==> config.mk <==
export PLATFORM = sky130hd
export DESIGN_NAME = uart_rx
export DESIGN_NICKNAME = d
export VERILOG_FILES = /design/src/rtl/uart_rx.sv
export SDC_FILE = /design/constraint.sdc
export NUM_CORES = 1
export LEC_CHECK = 0
export CAP_MARGIN = 40
export CORE_MARGIN = 5
export CORE_UTILIZATION = 30
export DETAILED_ROUTE_END_ITERATION = 16
export GPL_TIMING_DRIVEN = 0
export HOLD_SLACK_MARGIN = 0.12
export PLACE_DENSITY = 0.49
export SLEW_MARGIN = 20
export SYNTH_ARGS = -nofsm -noshare
export SYNTH_HDL_FRONTEND = slang
export SYNTH_SLANG_ARGS = --single-unit
==> constraint.sdc <==
create_clock -name clk_i -period 2.26 [get_ports clk_i]
set_clock_uncertainty 0.2 [all_clocks]
set_input_delay 0.565 -clock clk_i [delete_from_list [all_inputs] [get_ports clk_i]]
set_output_delay 0.565 -clock clk_i [all_outputs]
set_load 0.03 [all_outputs]
==> src/rtl/uart_rx.sv <==
`default_nettype none
// ============================================================================
//  Module      : uart_rx
//  Description : 8-bit asynchronous serial receiver with optional even/odd
//                parity, 16x oversampled mid-bit sampling, frame/parity
//                error flags and break (line-held-low) handling.
//  Revision    : 1.0 - initial release
// ============================================================================
module uart_rx #(
    parameter int OVERSAMPLE = 16
) (
    input  logic       clk_i,
    input  logic       reset_i,
    input  logic       sample_en_i,
    input  logic [2:0] Ctrl,
    input  logic       uart_rx_i,
    output logic [7:0] data_o,
    output logic       data_valid_o,
    output logic       parity_err_o,
    output logic       frame_err_o,
    output logic       uart_busy_o
);

    localparam logic [3:0] TICK_MID = 4'(OVERSAMPLE / 2 - 1);
    localparam logic [3:0] TICK_END = 4'(OVERSAMPLE - 1);

    typedef enum logic [2:0] {
        S_IDLE   = 3'd0,
        S_START  = 3'd1,
        S_DATA   = 3'd2,
        S_PARITY = 3'd3,
        S_STOP   = 3'd4,
        S_BREAK  = 3'd5
    } state_t;

    state_t     state_q, state_d;
    logic [3:0] tick_q, tick_d;
    logic [2:0] bit_q, bit_d;
    logic [7:0] shift_q, shift_d;
    logic       par_en_q, par_en_d;
    logic       par_odd_q, par_odd_d;
    logic       perr_q, perr_d;
    logic [7:0] data_q, data_d;
    logic       valid_q, valid_d;
    logic       perr_out_q, perr_out_d;
    logic       ferr_q, ferr_d;
    logic       busy_q, busy_d;
    logic       sync1_q, sync2_q;
    logic       rx_s;

    assign rx_s = sync2_q;

    // Two-flop synchronizer for the asynchronous serial line; idles high
    always_ff @(posedge clk_i or posedge reset_i) begin
        if (reset_i) begin
            sync1_q <= 1'b1;
            sync2_q <= 1'b1;
        end else begin
            sync1_q <= uart_rx_i;
            sync2_q <= sync1_q;
        end
    end

    // State, counters, shift register and output registers
    always_ff @(posedge clk_i or posedge reset_i) begin
        if (reset_i) begin
            state_q    <= S_IDLE;
            tick_q     <= 4'd0;
            bit_q      <= 3'd0;
            shift_q    <= 8'h00;
            par_en_q   <= 1'b0;
            par_odd_q  <= 1'b0;
            perr_q     <= 1'b0;
            data_q     <= 8'h00;
            valid_q    <= 1'b0;
            perr_out_q <= 1'b0;
            ferr_q     <= 1'b0;
            busy_q     <= 1'b0;
        end else begin
            state_q    <= state_d;
            tick_q     <= tick_d;
            bit_q      <= bit_d;
            shift_q    <= shift_d;
            par_en_q   <= par_en_d;
            par_odd_q  <= par_odd_d;
            perr_q     <= perr_d;
            data_q     <= data_d;
            valid_q    <= valid_d;
            perr_out_q <= perr_out_d;
            ferr_q     <= ferr_d;
            busy_q     <= busy_d;
        end
    end

    // Next-state logic: every sample is taken a whole bit period after the
    // previous one, starting from the middle of the start bit
    always_comb begin
        state_d    = state_q;
        tick_d     = tick_q;
        bit_d      = bit_q;
        shift_d    = shift_q;
        par_en_d   = par_en_q;
        par_odd_d  = par_odd_q;
        perr_d     = perr_q;
        data_d     = data_q;
        valid_d    = 1'b0;
        perr_out_d = perr_out_q;
        ferr_d     = ferr_q;

        case (state_q)
            S_IDLE: begin
                if (!rx_s) begin
                    tick_d    = 4'd0;
                    par_en_d  = (Ctrl == 3'b001) || (Ctrl == 3'b011);
                    par_odd_d = (Ctrl == 3'b011);
                    state_d   = S_START;
                end
            end
            S_START: begin
                if (sample_en_i) begin
                    if (tick_q == TICK_MID) begin
                        if (rx_s) begin
                            // Line went back high before mid-bit: a glitch
                            state_d = S_IDLE;
                        end else begin
                            tick_d  = 4'd0;
                            bit_d   = 3'd0;
                            state_d = S_DATA;
                        end
                    end else begin
                        tick_d = tick_q + 4'd1;
                    end
                end
            end
            S_DATA: begin
                if (sample_en_i) begin
                    if (tick_q == TICK_END) begin
                        tick_d  = 4'd0;
                        shift_d = {rx_s, shift_q[7:1]};
                        bit_d   = bit_q + 3'd1;
                        if (bit_q == 3'd7) begin
                            state_d = par_en_q ? S_PARITY : S_STOP;
                        end
                    end else begin
                        tick_d = tick_q + 4'd1;
                    end
                end
            end
            S_PARITY: begin
                if (sample_en_i) begin
                    if (tick_q == TICK_END) begin
                        tick_d  = 4'd0;
                        perr_d  = par_odd_q ? ~((^shift_q) ^ rx_s) : ((^shift_q) ^ rx_s);
                        state_d = S_STOP;
                    end else begin
                        tick_d = tick_q + 4'd1;
                    end
                end
            end
            S_STOP: begin
                if (sample_en_i) begin
                    if (tick_q == TICK_END) begin
                        tick_d     = 4'd0;
                        data_d     = shift_q;
                        valid_d    = 1'b1;
                        perr_out_d = par_en_q & perr_q;
                        ferr_d     = ~rx_s;
                        state_d    = rx_s ? S_IDLE : S_BREAK;
                    end else begin
                        tick_d = tick_q + 4'd1;
                    end
                end
            end
            S_BREAK: begin
                // Swallow a held-low line until it returns to idle
                if (rx_s) begin
                    state_d = S_IDLE;
                end
            end
            default: begin
                state_d = S_IDLE;
            end
        endcase

        busy_d = (state_d != S_IDLE);
    end

    assign data_o       = data_q;
    assign data_valid_o = valid_q;
    assign parity_err_o = perr_out_q;
    assign frame_err_o  = ferr_q;
    assign uart_busy_o  = busy_q;

endmodule
`default_nettype wire

==> impl_metrics.toml, run 1 <==
[power]
p_per_area_nw_per_um2 = 865.6
p_leak_nw = 0.9428
ir_drop_uv = 257.3
fin_total_pwr_mw = 1.812

[yosys]
synth_fa_ha_area_share_pct = 2.172
ys_ff_latch = 35
synthesis.nets = 158
seq_area_frac_synth_pct = 50.83
async_flop_share_pct = 100.0
synth_edf_count = 0
muxShareOfSynthArea_pct = 13.76
synth_xor_area_share_pct = 5.865
synthSimpleGateAreaFrac_pct = 13.83
synth_top_family_by_area = "simple AND/OR/NAND/NOR gates"
ys.flop_type = "dfrtp_1"
synth_warnings = 0
synth_area_um2 = 1728
synthCells = 148
synth-compound-area-share_pct = 9.341
syn_area_per_cell_um2 = 11.68
yosysUniqueCellTypes = 39

[timing]
max_freq_ghz = 0.4821
setup_viol = 0
hold_viol = 0
maxSlewViolCount = 0
grt_setup_unrepaired = "no"
period_needed_ns = 2.074
tightestPinTransition_ns = 0.4334
period_share_pct = 91.79
slew-limit-headroom_pct = 70.70

[drt]
dr.pass1.iters = 4
drt_wl_total_mm = 3.243
dr_total_vias = 1182
first_iter_violations = 70
via_per_inst = 4.805
routedWlPerCell_um = 13.18
ant_nets = 0
drc_errors = 0

[critical_path]
critPathCaptureType = "output port"
start_kind = "register"
path_buf_inv = 1
critPathKind = "register to output port"
cp_max_fo = 2
cp_top_family = "buffers and inverters"
crit_chain = "clkdlybuf4s50_1"
critPathRequiredTime_ns = 1.49
cpMaxStageDelayCell = "clkdlybuf4s50_1"
cpPeakStageDelay_ns = 0.67
worstPathArrival_ns = 1.31

[cts]
clkTransAtPathRegs_ns = 0.07
cts_setup_buffers = 0
cts.path.max_buffers = 2
cts_resized = 0
cts_tree = "done"
htreeDepth = 2
clockRootBuffer = "clkbuf_8"
hold_buffers = 0
worstSkewPairLatency_ns = 0.28
numCtsBuffers = 5
cts_num_sinks = 35

[floorplanning]
io_pins = 19
die_h_um = 85.89
coreArea_um2 = 5540
initial_core_util_pct = 31.19
die_area_um2 = 7377
dieWidth_um = 85.89
row_count = 27

[placed_design]
dp_hpwl_mm = 2.292
placed_area_um2 = 1988
port_buffers = 17
gp_congestion = 0.8272

[layout]
post-route-util_pct = 37.78
drive_gt1_share_pct = 25.29
fin_area_um2 = 2093
finalNetCount = 183
antennaDiodeCount = 0
syn_to_final_growth_pct = 21.14

[grt]
grt_usage_pct = 9.409
grt_pass1_vias = 1113
antenna_found_initial = 0
grt_pass1_wl_mm = 5.388
overflow = 0
grt_max_degree = 36

[min_path]
hold_path_class = "register to register"

[job]
max_cap_viol_count = 0

[outcome]
outcome = "finished clean"
## synthesized netlist by cell type, drive strengths merged, types with 2 or more instances
| master | count | area (um2) |
|---|---|---|
| a21oi | 3 | 15.01 |
| a22o | 2 | 17.52 |
| a31oi | 2 | 12.51 |
| a32oi | 2 | 17.52 |
| buf | 8 | 47.54 |
| dfrtp | 33 | 825.8 |
| dfstp | 2 | 52.55 |
| ha | 3 | 37.54 |
| inv | 6 | 25.03 |
| mux2 | 19 | 217.7 |
| mux2i | 2 | 20.02 |
| nand2 | 9 | 33.78 |
| nand2b | 3 | 18.77 |
| nand3 | 6 | 35.03 |
| nor2 | 4 | 15.01 |
| nor2b | 5 | 31.28 |
| nor3 | 4 | 30.03 |
| nor4b | 2 | 17.52 |
| o211ai | 2 | 15.01 |
| o21ai | 9 | 45.04 |
| o22ai | 2 | 12.51 |
| xnor2 | 9 | 78.83 |
## flip-flops by register name (all words and copies together), names as in the netlist
name and flops:
uart_busy_o 1, par_en_q 1, parity_err_o 1, frame_err_o 1, state_q 3, perr_q 1
bit_q 3, data_o 8, shift_q 8, tick_q 4, par_odd_q 1, data_valid_o 1
sync1_q 1, rx_s 1
## kinds of logic (layout without fill, tap and decap cells)
group,Yosys count,after routing
DFF,35,35
muxes,21,21
AOI/OAI and AO/OA,25,25
adders and majority gates,3,3
xor gates and xnor gates,10,10
buffers and inverters,14,40
and+or+nand+nor,40,40
## cell type report
class	count	area, um2
plain buffers	8	47.55
clock buffers	6	72.57
clock inverters	2	12.51
fillers	547	3447
inverters	6	25.02
multi-input cells	99	777.0
flip-flops and latches	35	878.3
well taps	72	90.09
repair buffers	18	190.2
## routing by layer
metal	global-route usage, %	share of wire, %
met5	0	0
met4	3.453	1.5
met3	3.554	5.0
met2	13.17	45
met1	13.13	49
## final timing paths
kind | endpoint | slack (ns) | cells past startpoint | startpoint
hold reg to reg | rx_s | 0.16 | 0 | sync1_q
hold / removal | rx_s | 0.16 | 0 | sync1_q
setup / recovery | data_o[3] | 0.19 | 1 | data_o[3]
max in group asynchronous | rx_s | 1.18 | 3 | reset_i
setup reg to reg | shift_q[3] | 0.19 | 5 | tick_q[0]
min in group asynchronous | frame_err_o | 0.25 | 2 | reset_i
## through the flow
stage          hold slack (ns)  instances  setup TNS (ns)  setup slack (ns)
6_report                0.1582        246               0            0.1856
5_1_grt                 0.1659        246               0           0.05422
4_1_cts                 0.1601        245               0            0.1598
3_5_place_dp            0.1493        237               0            0.1460
3_3_place_gp            0.1468        237          -2.616          -0.08106
2_1_floorplan           0.1452        148               0            0.3594
## power by group
group | switching (mW) | total [mW] | internal (mW)
Clock | 0.229 | 0.444 | 0.215
Combinational | 0.333 | 0.586 | 0.253
Sequential | 0.0647 | 0.782 | 0.717
## cell usage in the layout, fill, tap and decap left out, types with 3 or more instances in the layout
cell type and n:
ha_1 3, xnor2_1 9, nand3_1 5, mux2_2 18, buf_2 5, nor2b_1 5
inv_1 4, nand2_1 9, o21ai_0 7, nand2b_1 3, dfrtp_1 33, nor2_1 4
a21oi_1 3, clkdlybuf4s50_1 17, buf_4 3, clkbuf_8 5
Power figures use the tool's default switching activity.
==> run 2: changes to the inputs <==
--- a/config.mk
+++ b/config.mk
@@ -11,8 +11,7 @@
 export DETAILED_ROUTE_END_ITERATION = 16
 export GPL_TIMING_DRIVEN = 0
 export HOLD_SLACK_MARGIN = 0.12
-export PLACE_DENSITY = 0.49
-export SLEW_MARGIN = 20
+export SLEW_MARGIN = 10
 export SYNTH_ARGS = -nofsm -noshare
 export SYNTH_HDL_FRONTEND = slang
 export SYNTH_SLANG_ARGS = --single-unit
==> impl_metrics.toml, run 2 (synthesis results as in run 1) <==
[power]
p_per_area_nw_per_um2 = 871.3
p_leak_nw = 0.9324
ir_drop_uv = 241.3

[cts]
worstSkewPairLatency_ns = 0.30
clkTransAtPathRegs_ns = 0.07
cts_num_sinks = 35
htreeDepth = 2
hold_buffers = 0
cts_resized = 0
numCtsBuffers = 5
cts_setup_buffers = 0
cts_tree = "done"
clockRootBuffer = "clkbuf_8"
cts.path.max_buffers = 2

[timing]
tightestPinTransition_ns = 0.7220
period_needed_ns = 2.090
maxSlewViolCount = 0
slew-limit-headroom_pct = 51.80
grt_setup_unrepaired = "no"
timing.hold.ws_ns = 0.1566
hold_viol = 0
max_freq_ghz = 0.4784
setup_viol = 0
period_share_pct = 92.49

[critical_path]
critPathCaptureType = "output port"
crit_chain = "clkdlybuf4s50_1"
ff2ff_setup_slack_ns = 0.22
cpPeakStageDelay_ns = 0.68
critPathKind = "register to output port"
path_buf_inv = 1
worstPathArrival_ns = 1.33
worstReg2RegStart = "tick_q[0]"
start_kind = "register"
cp_top_family = "buffers and inverters"
regToRegEndpoint = "shift_q[1]"
critPathRequiredTime_ns = 1.49
cp_max_fo = 2
r2r_cells = 5
cp-startpoint = "data_o[7]"
cpMaxStageDelayCell = "clkdlybuf4s50_1"

[placed_design]
dp_hpwl_mm = 2.241
port_buffers = 17
place_inst = 237
gp_congestion = 0.7725

[min_path]
whs_endpoint = "rx_s"
min_from = "sync1_q"
worstHoldPathCells = 0
hold_path_class = "register to register"

[layout]
finalNetCount = 182
drive_gt1_share_pct = 25.43
layout.cells.non_filler = 245
antennaDiodeCount = 0
final_cell_mix = "dfrtp_1, mux2_2, clkdlybuf4s50_1, nand2_1, xnor2_1"
syn_to_final_growth_pct = 20.20
layout_commonest_cell = "dfrtp_1"

[grt]
grt_max_degree = 36
grt_pass1_wl_mm = 5.582
antenna_found_initial = 0
overflow = 0
grt_pass1_vias = 1163
grt_usage_pct = 9.767

[drt]
dr.pass1.iters = 4
dr_total_vias = 1182
routedWlPerCell_um = 13.04
drt_wl_total_mm = 3.195
ant_nets = 0
via_per_inst = 4.824
first_iter_violations = 64
drc_errors = 0

[floorplanning]
die_h_um = 85.89
row_count = 27
io_pins = 19
initial_core_util_pct = 31.19
dieWidth_um = 85.89
coreArea_um2 = 5540
die_area_um2 = 7377

[job]
max_cap_viol_count = 0

[outcome]
outcome = "finished clean"
[run 2: cell types whose count changed in the layout (fill, tap and decap cells not counted)]
cell        delta
clkbuf_1       -1
buf_12         -1
clkinvlp_4     +1
[run 2: routing by layer]
| layer | track usage [%] | vias to the layer above | part of all wire, % |
|---|---|---|---|
| met5 | 0 | - | 0 |
| met4 | 5.612 | 0 | 2.8 |
| met3 | 3.362 | 7 | 4.9 |
| met2 | 14.86 | 25 | 45 |
| met1 | 11.98 | 576 | 48 |
| li1 | - | 574 | - |
[run 2: through the flow]
stage / utilization (%) / setup WS, ns / instance area (um2) / total power, mW / setup TNS (ns)
after floorplan: - / 0.3594 / 1728 / 1.239 / 0
final: 37.49 / 0.1697 / 2077 / 1.810 / 0
after global routing: 37.49 / 0.1101 / 2077 / 1.946 / 0
after CTS: 37.49 / 0.1477 / 2077 / 1.839 / 0
after detailed placement: 35.89 / 0.1653 / 1988 / 1.368 / 0
after global placement: 35.89 / -0.1180 / 1988 / 1.362 / -3.850
[run 2: worst reg2reg max path: stages (launching register included)]
cell     delay, ns
dfrtp_1       0.38
ha_1          0.30
nand4_2       0.22
nor3_2        0.26
buf_4         0.22
mux2_2        0.35
[run 2: power by group]
part           total (mW)  internal, mW  leakage [nW]  switching [mW]
clock               0.457         0.214        0.0402           0.242
sequential          0.783         0.717         0.463          0.0658
combinational       0.570         0.248         0.429           0.322
[run 2: how the worst max path moves through the flow]
| stage | end | slack (ns) | cells past startpoint |
|---|---|---|---|
| after global placement | tick_q[0] | -0.12 | 2 |
| after floorplan | shift_q[0] | 0.36 | 5 |
| after detailed placement | shift_q[1] | 0.17 | 5 |
| after CTS | data_o[7] | 0.15 | 1 |
| after global routing | shift_q[2] | 0.11 | 5 |
| final | data_o[7] | 0.17 | 1 |
[run 2: final cells by class]
| class | count | area (um2) |
|---|---|---|
| inverters | 6 | 25.02 |
| multi-input cells | 99 | 777.0 |
| clock inverters | 3 | 20.02 |
| plain buffers | 8 | 47.55 |
| repair buffers | 17 | 170.2 |
| clock buffers | 5 | 68.82 |
| well taps | 72 | 90.09 |
| flip-flops and latches | 35 | 878.3 |
| fillers | 569 | 3463 |
==> run 3: changes to the inputs <==
--- a/config.mk
+++ b/config.mk
@@ -5,9 +5,10 @@
 export SDC_FILE = /design/constraint.sdc
 export NUM_CORES = 1
 export LEC_CHECK = 0
-export CAP_MARGIN = 40
+export CAP_MARGIN = 20
 export CORE_MARGIN = 5
 export CORE_UTILIZATION = 30
+export CTS_CLUSTER_SIZE = 30
 export DETAILED_ROUTE_END_ITERATION = 16
 export GPL_TIMING_DRIVEN = 0
 export HOLD_SLACK_MARGIN = 0.12
==> results of run 3 <==
No change in the layout: final DEF, timing and power equal those of run 2.
